<file path="src/rtl/led_blink_sched_pkg.sv">
// Shared constants for the LED blink scheduler: requester count, field widths
// and the legacy-compatible FSM state encoding.
package led_pkg;

  localparam int unsigned N_REQ  = 4;
  localparam int unsigned ID_W   = 2;
  localparam int unsigned CNT_W  = 4;
  localparam int unsigned TCNT_W = 8;
  localparam int unsigned DIV_W  = 24;

  localparam logic [1:0] ST_IDLE = 2'd0;
  localparam logic [1:0] ST_ON   = 2'd1;
  localparam logic [1:0] ST_OFF  = 2'd2;
  localparam logic [1:0] ST_GAP  = 2'd3;

endpackage

</file>
<file path="src/rtl/led_blink_sched_if.sv">
// Request/ack bundle between requesters (master) and the blink scheduler (slave).
interface led_blink_sched_if;
  import led_pkg::*;

  logic [N_REQ-1:0]       req;
  logic [N_REQ*CNT_W-1:0] req_cnt;
  logic                   led;
  logic [N_REQ-1:0]       ack;
  logic                   busy;
  logic [ID_W-1:0]        active_id;

  modport master (output req, req_cnt, input led, ack, busy, active_id);
  modport slave  (input req, req_cnt, output led, ack, busy, active_id);

endinterface

</file>
<file path="src/rtl/led_blink_sched_tick_gen.sv">
// Prescaler: counts 0..TICK_DIV and flags the terminal count; clr restarts the period.
module tick_gen
  import led_pkg::*;
#(
  parameter logic [DIV_W-1:0] TICK_DIV = 24'h3cf008
) (
  input  logic clk,
  input  logic reset_,
  input  logic clr,
  output logic tick
);

  logic [DIV_W-1:0] cnt_q, cnt_d;

  // tick is a pure decode of the count so it can feed the FSM without a loop through clr
  assign tick = (cnt_q == TICK_DIV);

  always_comb begin
    cnt_d = cnt_q + DIV_W'(1);
    if (clr || tick) cnt_d = '0;
  end

  always_ff @(posedge clk or negedge reset_) begin
    if (!reset_) cnt_q <= '0;
    else         cnt_q <= cnt_d;
  end

endmodule

</file>
<file path="src/rtl/led_blink_sched.sv">
// Round-robin LED blink scheduler: serves one requester at a time with N blinks
// followed by a dark gap, then pulses that requester's ack.
module led_blink_sched
  import led_pkg::*;
#(
  parameter logic [DIV_W-1:0] TICK_DIV  = 24'h3cf008,
  parameter int unsigned      ON_TICKS  = 1,
  parameter int unsigned      OFF_TICKS = 1,
  parameter int unsigned      GAP_TICKS = 4
) (
  input  logic clk,
  input  logic reset_,
  led_blink_sched_if.slave bus
);

  localparam logic [TCNT_W-1:0] ON_LAST  = TCNT_W'(ON_TICKS - 1);
  localparam logic [TCNT_W-1:0] OFF_LAST = TCNT_W'(OFF_TICKS - 1);
  localparam logic [TCNT_W-1:0] GAP_LAST = TCNT_W'(GAP_TICKS - 1);

  logic [1:0]        state_q, state_d;
  logic [CNT_W-1:0]  cnt_q, cnt_d;
  logic [TCNT_W-1:0] tcnt_q, tcnt_d;
  logic [ID_W-1:0]   active_id_q, active_id_d;
  logic [N_REQ-1:0]  ack_q, ack_d;
  logic              led_q, led_d;
  logic              busy_q, busy_d;
  logic              tick;
  logic              clr_c;
  logic              found_c;
  logic [ID_W-1:0]   idx_c;
  logic [N_REQ-1:0]  pend_c;

  tick_gen #(.TICK_DIV(TICK_DIV)) u_tick_gen (
    .clk    (clk),
    .reset_ (reset_),
    .clr    (clr_c),
    .tick   (tick)
  );

  // Next-state, tick-in-state counting, arbitration and registered output decode
  always_comb begin
    state_d     = state_q;
    cnt_d       = cnt_q;
    tcnt_d      = tcnt_q;
    active_id_d = active_id_q;
    ack_d       = '0;
    found_c     = 1'b0;
    idx_c       = '0;
    // a requester still holding req during its own ack cycle must not be re-granted
    pend_c      = bus.req & ~ack_q;

    if (tick) tcnt_d = tcnt_q + TCNT_W'(1);

    case (state_q)
      ST_IDLE: begin
        for (int unsigned k = 1; k <= N_REQ; k++) begin
          idx_c = active_id_q + ID_W'(k);
          if (!found_c && pend_c[idx_c]) begin
            found_c     = 1'b1;
            active_id_d = idx_c;
            cnt_d       = bus.req_cnt[idx_c*CNT_W +: CNT_W];
            state_d     = (cnt_d != '0) ? ST_ON : ST_GAP;
          end
        end
      end
      ST_ON: begin
        if (tick && tcnt_q == ON_LAST) state_d = ST_OFF;
      end
      ST_OFF: begin
        if (tick && tcnt_q == OFF_LAST) begin
          cnt_d   = cnt_q - CNT_W'(1);
          state_d = (cnt_q > CNT_W'(1)) ? ST_ON : ST_GAP;
        end
      end
      ST_GAP: begin
        if (tick && tcnt_q == GAP_LAST) begin
          state_d = ST_IDLE;
          ack_d   = N_REQ'(1) << active_id_q;
        end
      end
      default: state_d = ST_IDLE;
    endcase

    // every grant is also a state change, so one clear covers both
    clr_c = (state_d != state_q);
    if (clr_c) tcnt_d = '0;

    led_d  = (state_d == ST_ON);
    busy_d = (state_d != ST_IDLE);
  end

  always_ff @(posedge clk or negedge reset_) begin
    if (!reset_) begin
      state_q     <= ST_IDLE;
      cnt_q       <= '0;
      tcnt_q      <= '0;
      active_id_q <= '1;
      ack_q       <= '0;
      led_q       <= 1'b0;
      busy_q      <= 1'b0;
    end else begin
      state_q     <= state_d;
      cnt_q       <= cnt_d;
      tcnt_q      <= tcnt_d;
      active_id_q <= active_id_d;
      ack_q       <= ack_d;
      led_q       <= led_d;
      busy_q      <= busy_d;
    end
  end

  assign bus.led       = led_q;
  assign bus.ack       = ack_q;
  assign bus.busy      = busy_q;
  assign bus.active_id = active_id_q;

endmodule
</file>
<file path="src/flat_wrapper.sv">
// flat-port wrapper written by rule: the top's interface ports become plain ports
module led_blink_sched_flat import led_pkg::*;
#(
  parameter logic [DIV_W-1:0] TICK_DIV  = 24'h3cf008,
  parameter int unsigned      ON_TICKS  = 1,
  parameter int unsigned      OFF_TICKS = 1,
  parameter int unsigned      GAP_TICKS = 4
)
  (clk, reset_, bus_req, bus_req_cnt, bus_led, bus_ack, bus_busy, bus_active_id);
  led_blink_sched_if bus_i ();
  input  logic clk;
  input  logic reset_;
  input wire logic [$bits(bus_i.req)-1:0] bus_req;
  input wire logic [$bits(bus_i.req_cnt)-1:0] bus_req_cnt;
  output wire logic [$bits(bus_i.led)-1:0] bus_led;
  output wire logic [$bits(bus_i.ack)-1:0] bus_ack;
  output wire logic [$bits(bus_i.busy)-1:0] bus_busy;
  output wire logic [$bits(bus_i.active_id)-1:0] bus_active_id;
  assign bus_i.req = bus_req;
  assign bus_i.req_cnt = bus_req_cnt;
  assign bus_led = bus_i.led;
  assign bus_ack = bus_i.ack;
  assign bus_busy = bus_i.busy;
  assign bus_active_id = bus_i.active_id;
  led_blink_sched #(.TICK_DIV(TICK_DIV), .ON_TICKS(ON_TICKS), .OFF_TICKS(OFF_TICKS), .GAP_TICKS(GAP_TICKS)) u_core (.clk(clk), .reset_(reset_), .bus(bus_i));
endmodule
</file>
<file path="config.mk">
export PLATFORM = sky130hd
export DESIGN_NAME = led_blink_sched_flat
export DESIGN_NICKNAME = d
export VERILOG_FILES = /design/src/rtl/led_blink_sched_pkg.sv /design/src/rtl/led_blink_sched_if.sv /design/src/rtl/led_blink_sched_tick_gen.sv /design/src/rtl/led_blink_sched.sv /design/src/flat_wrapper.sv
export SDC_FILE = /design/constraint.sdc
export NUM_CORES = 1
export LEC_CHECK = 0
export ABC_AREA = 1
export BUFFER_PORTS_ARGS = -buffer_cell sky130_fd_sc_hd__clkbuf_2
export CORE_MARGIN = 2
export CORE_UTILIZATION = 55
export DETAILED_ROUTE_END_ITERATION = 16
export PLACE_DENSITY = 0.8
export SLEW_MARGIN = 30
export SYNTH_ARGS = -nofsm -noshare
export SYNTH_HDL_FRONTEND = slang
export SYNTH_SLANG_ARGS = --single-unit
</file>
<file path="constraint.sdc">
create_clock -name clk -period 3.2 [get_ports clk]
set_clock_uncertainty 0.05 [all_clocks]
set_input_delay 0.64 -clock clk [delete_from_list [all_inputs] [get_ports clk]]
set_output_delay 0.64 -clock clk [all_outputs]
set_load 0.1 [all_outputs]
</file>
==> out/qor.txt <==
Status: completed
Gate power share: 0.080
Synthesized area per cell: 6.44 sq um
Reg area: 1150 sq um
Crit path depth: 10
Placed Area: 3810 sq um
Post-Route Setup TNS: 0 ns
DR top layer: met4
Diodes inserted: 0
Post-DP HPWL: 6.40 mm
Post-route cell area: 3930 sq um
Max clock buf depth: 2
Startpoint class of the critical path: register
Crit path max-delay cell type: dfstp_2
TritonCTS Sinks: 46
Vias in the first global route: 3254
Height of the die: 85.0 um
Cell Int Power: 846 uW
Via density: 5.28
Met2 WL: 3.50 mm
Hold Crit Class: input port to asynchronous set/reset pin
Number of synthesized flops with an enable pin: 0
# resized after CTS: 0
Worst skew pair latency: 0.31 ns
Post-CTS Setup Inserts: 0
Final Max Slew Viols: 0
Sw Share: 0.239
Max cap viols: 0
Period utilization: 0.869
Synth cell types: 37
Met3 wire length: 455 um
F_max: 360 MHz
Async SR Flop Fraction: 1.00
Leakage power: 0.00207 uW
CP max FO: 24
Reg clk slew, reported paths: 0.09 ns
Hold Vio Cnt, Final: 0
Synth top cells by count: nand2_1, inv_1, nor2_1, nand3_1, dfrtp_1
CTS tree: built
Cts bufs inserted: 5
Nets: 623
Row count: 29
Drt first pass iters: 5
Area of the multi-input gates: 2070 sq um
Synth area leader: dfrtp_1
Post-Synthesis Cells: 561
Total number of vias: 3530
First-pass GRT wire length: 14.1 mm
Area Growth Syn to Fin: 8.70%
CP max stage delay: 0.70 ns
Clock network fraction of design power: 0.398
Synthesized area: 3610 sq um
Synth warn: 0
Critical path cell sequence: inv_1 -> ha_1 -> clkinv_1 -> nand3_1 -> nand2_2 -> o21ai_1 -> nand4_1 -> nand3_4 -> nand2_4 -> nor2_1
Slew headroom: 0.521
Metal-1 WL: 4.14 mm
Largest net degree at the start of global routing: 30
Die ar.: 7230 sq um
Drt wl/cell: 12.2 um
FILL cells: 580
Buf/Inv on CP: 2
Ranking of synthesized cells by area: dfrtp_1, nand2_1, inv_1
VDD IR max: 0.222 mV
Synthesized Nets: 593
Reg2reg path depth: 10
Global-route usage over all layers: 0.237
Clk root buf: clkbuf_8
DRC errors left: 0
Detail Route Antenna Nets: 0
Hold buffers post-CTS: 0
CP delay by family, top: simple AND/OR/NAND/NOR gates
CP Capture Type: register
Flops & latches, synth: 46
Final setup violating endpoints: 0
Starting Density: 0.569
CTS HTree Levels: 2
Final wirelength: 8.19 mm
Util after Layout: 0.618
Initial antenna violation count: 0
Port Buffers: 29
Required @ worst endpoint: 3.38 ns
I/O Pins: 30
Critical setup path kind: register to register
Worst-margin pin slew: 0.719 ns
Primary FF master, synth: dfrtp_1
Fin crit period: 2.78 ns
Total power: 1110 uW
Switch Pwr: 266 uW
Count leader, synth: nand2_1
Synth top area share: 0.305
Die width: 85.0 um
Worst path arrival time: 2.96 ns
Reg power frac: 0.522
First DRT Iteration DRCs: 259
Core Area: 6350 sq um
RSZ-0062 raised after global routing: false
Total grt overflow: 0
Non-Filler Instances: 669
Routability Congestion: 1.02
Register area share after synthesis: 0.319
Placed Cells: 661
Fraction of layout cells with a size suffix above 1: 0.103
Power per cell area: 283 nW/um^2
power groups by stage:
stage | logic, uW | registers, uW | clock network, uW
finish | 88.5 | 581 | 443
detailed placement | 88.4 | 592 | 0
global placement | 86.8 | 592 | 0
global route | 103 | 581 | 476
CTS | 88.7 | 581 | 455
floorplan | 48.1 | 592 | 0
path summary, 6_finish.rpt:
check,slack [ns],startpoint,to
worst max-delay path,0.42,u_core.bus.active_id[1]$_DFFE_PN1P_,u_core.u_tick_gen.cnt_q[2]$_DFF_PN0_
worst min-delay path,0.32,reset_,u_core.tcnt_q[4]$_DFFE_PN0P_
worst max register to register,0.42,u_core.bus.active_id[1]$_DFFE_PN1P_,u_core.u_tick_gen.cnt_q[2]$_DFF_PN0_
worst min register to register,0.45,u_core.u_tick_gen.cnt_q[0]$_DFF_PN0_,u_core.u_tick_gen.cnt_q[0]$_DFF_PN0_
max in group asynchronous,1.98,reset_,u_core.bus.active_id[1]$_DFFE_PN1P_
min in group clk,0.45,u_core.u_tick_gen.cnt_q[0]$_DFF_PN0_,u_core.u_tick_gen.cnt_q[0]$_DFF_PN0_
layout by cell type, fill, tap and decap left out, drive strengths merged:
cell type | netlist | final
nand2 | 166 | 166
inv | 86 | 87
nor2 | 87 | 87
nand3 | 61 | 61
dfrtp | 44 | 44
clkbuf | 3 | 34
o21ai | 26 | 26
xor2 | 20 | 20
nand4 | 14 | 14
ha | 10 | 10
nor3 | 8 | 8
a21oi | 6 | 6
xnor2 | 4 | 4
nor4 | 3 | 3
buf | 6 | 3
o211ai | 2 | 2
o21bai | 2 | 2
nand3b | 2 | 2
nor3b | 2 | 2
dfstp | 2 | 2
clkinv | 1 | 2
and3 | 1 | 1
and2 | 1 | 1
a31oi | 1 | 1
or2 | 1 | 1
a21boi | 1 | 1
a22oi | 1 | 1
bufinv | 0 | 1
kinds of logic after synthesis:
family                     Yosys count  synth area share
AOI/OAI and AO/OA                   39            0.0586
xor gates and xnor gates            24            0.0582
adders and majority gates           10            0.0347
buffers and inverters               96             0.108
DFF                                 46             0.319
and+or+nand+nor                    346             0.421
cell type report:
class                           count  area share
Sequential cell                    46       0.294
Timing Repair Buffer               32      0.0427
Clock buffer                        5      0.0175
Inverter                           87      0.0832
Multi-Input combinational cell    419       0.527
Clock inverter                      3      0.0112
Tap cell                           77      0.0245
per-layer routing:
metal | vias up | GRT usage
met1 | 1596 | 0.352
met3 | 9 | 0.0311
li1 | 1817 | -
met5 | - | 0
met4 | 0 | 0.0794
met2 | 108 | 0.357
flip-flops by register name, indices dropped and copies added, names as in the netlist:
signal	count
u_core.bus.ack	4
u_core.bus.active_id	2
u_core.bus.busy	1
u_core.bus.led	1
u_core.cnt_q	4
u_core.state_q	2
u_core.tcnt_q	8
u_core.u_tick_gen.cnt_q	24
metrics by stage:
| stage | setup slack (ns) | hold slack (ns) |
|---|---|---|
| after floorplan | 0.386 | 0.294 |
| after global placement | 0.607 | 0.423 |
| after detailed placement | 0.455 | 0.437 |
| after CTS | 0.444 | 0.348 |
| after global routing | 0.191 | 0.391 |
| final | 0.420 | 0.325 |
Note: power is estimated with default switching activity, not from simulation.
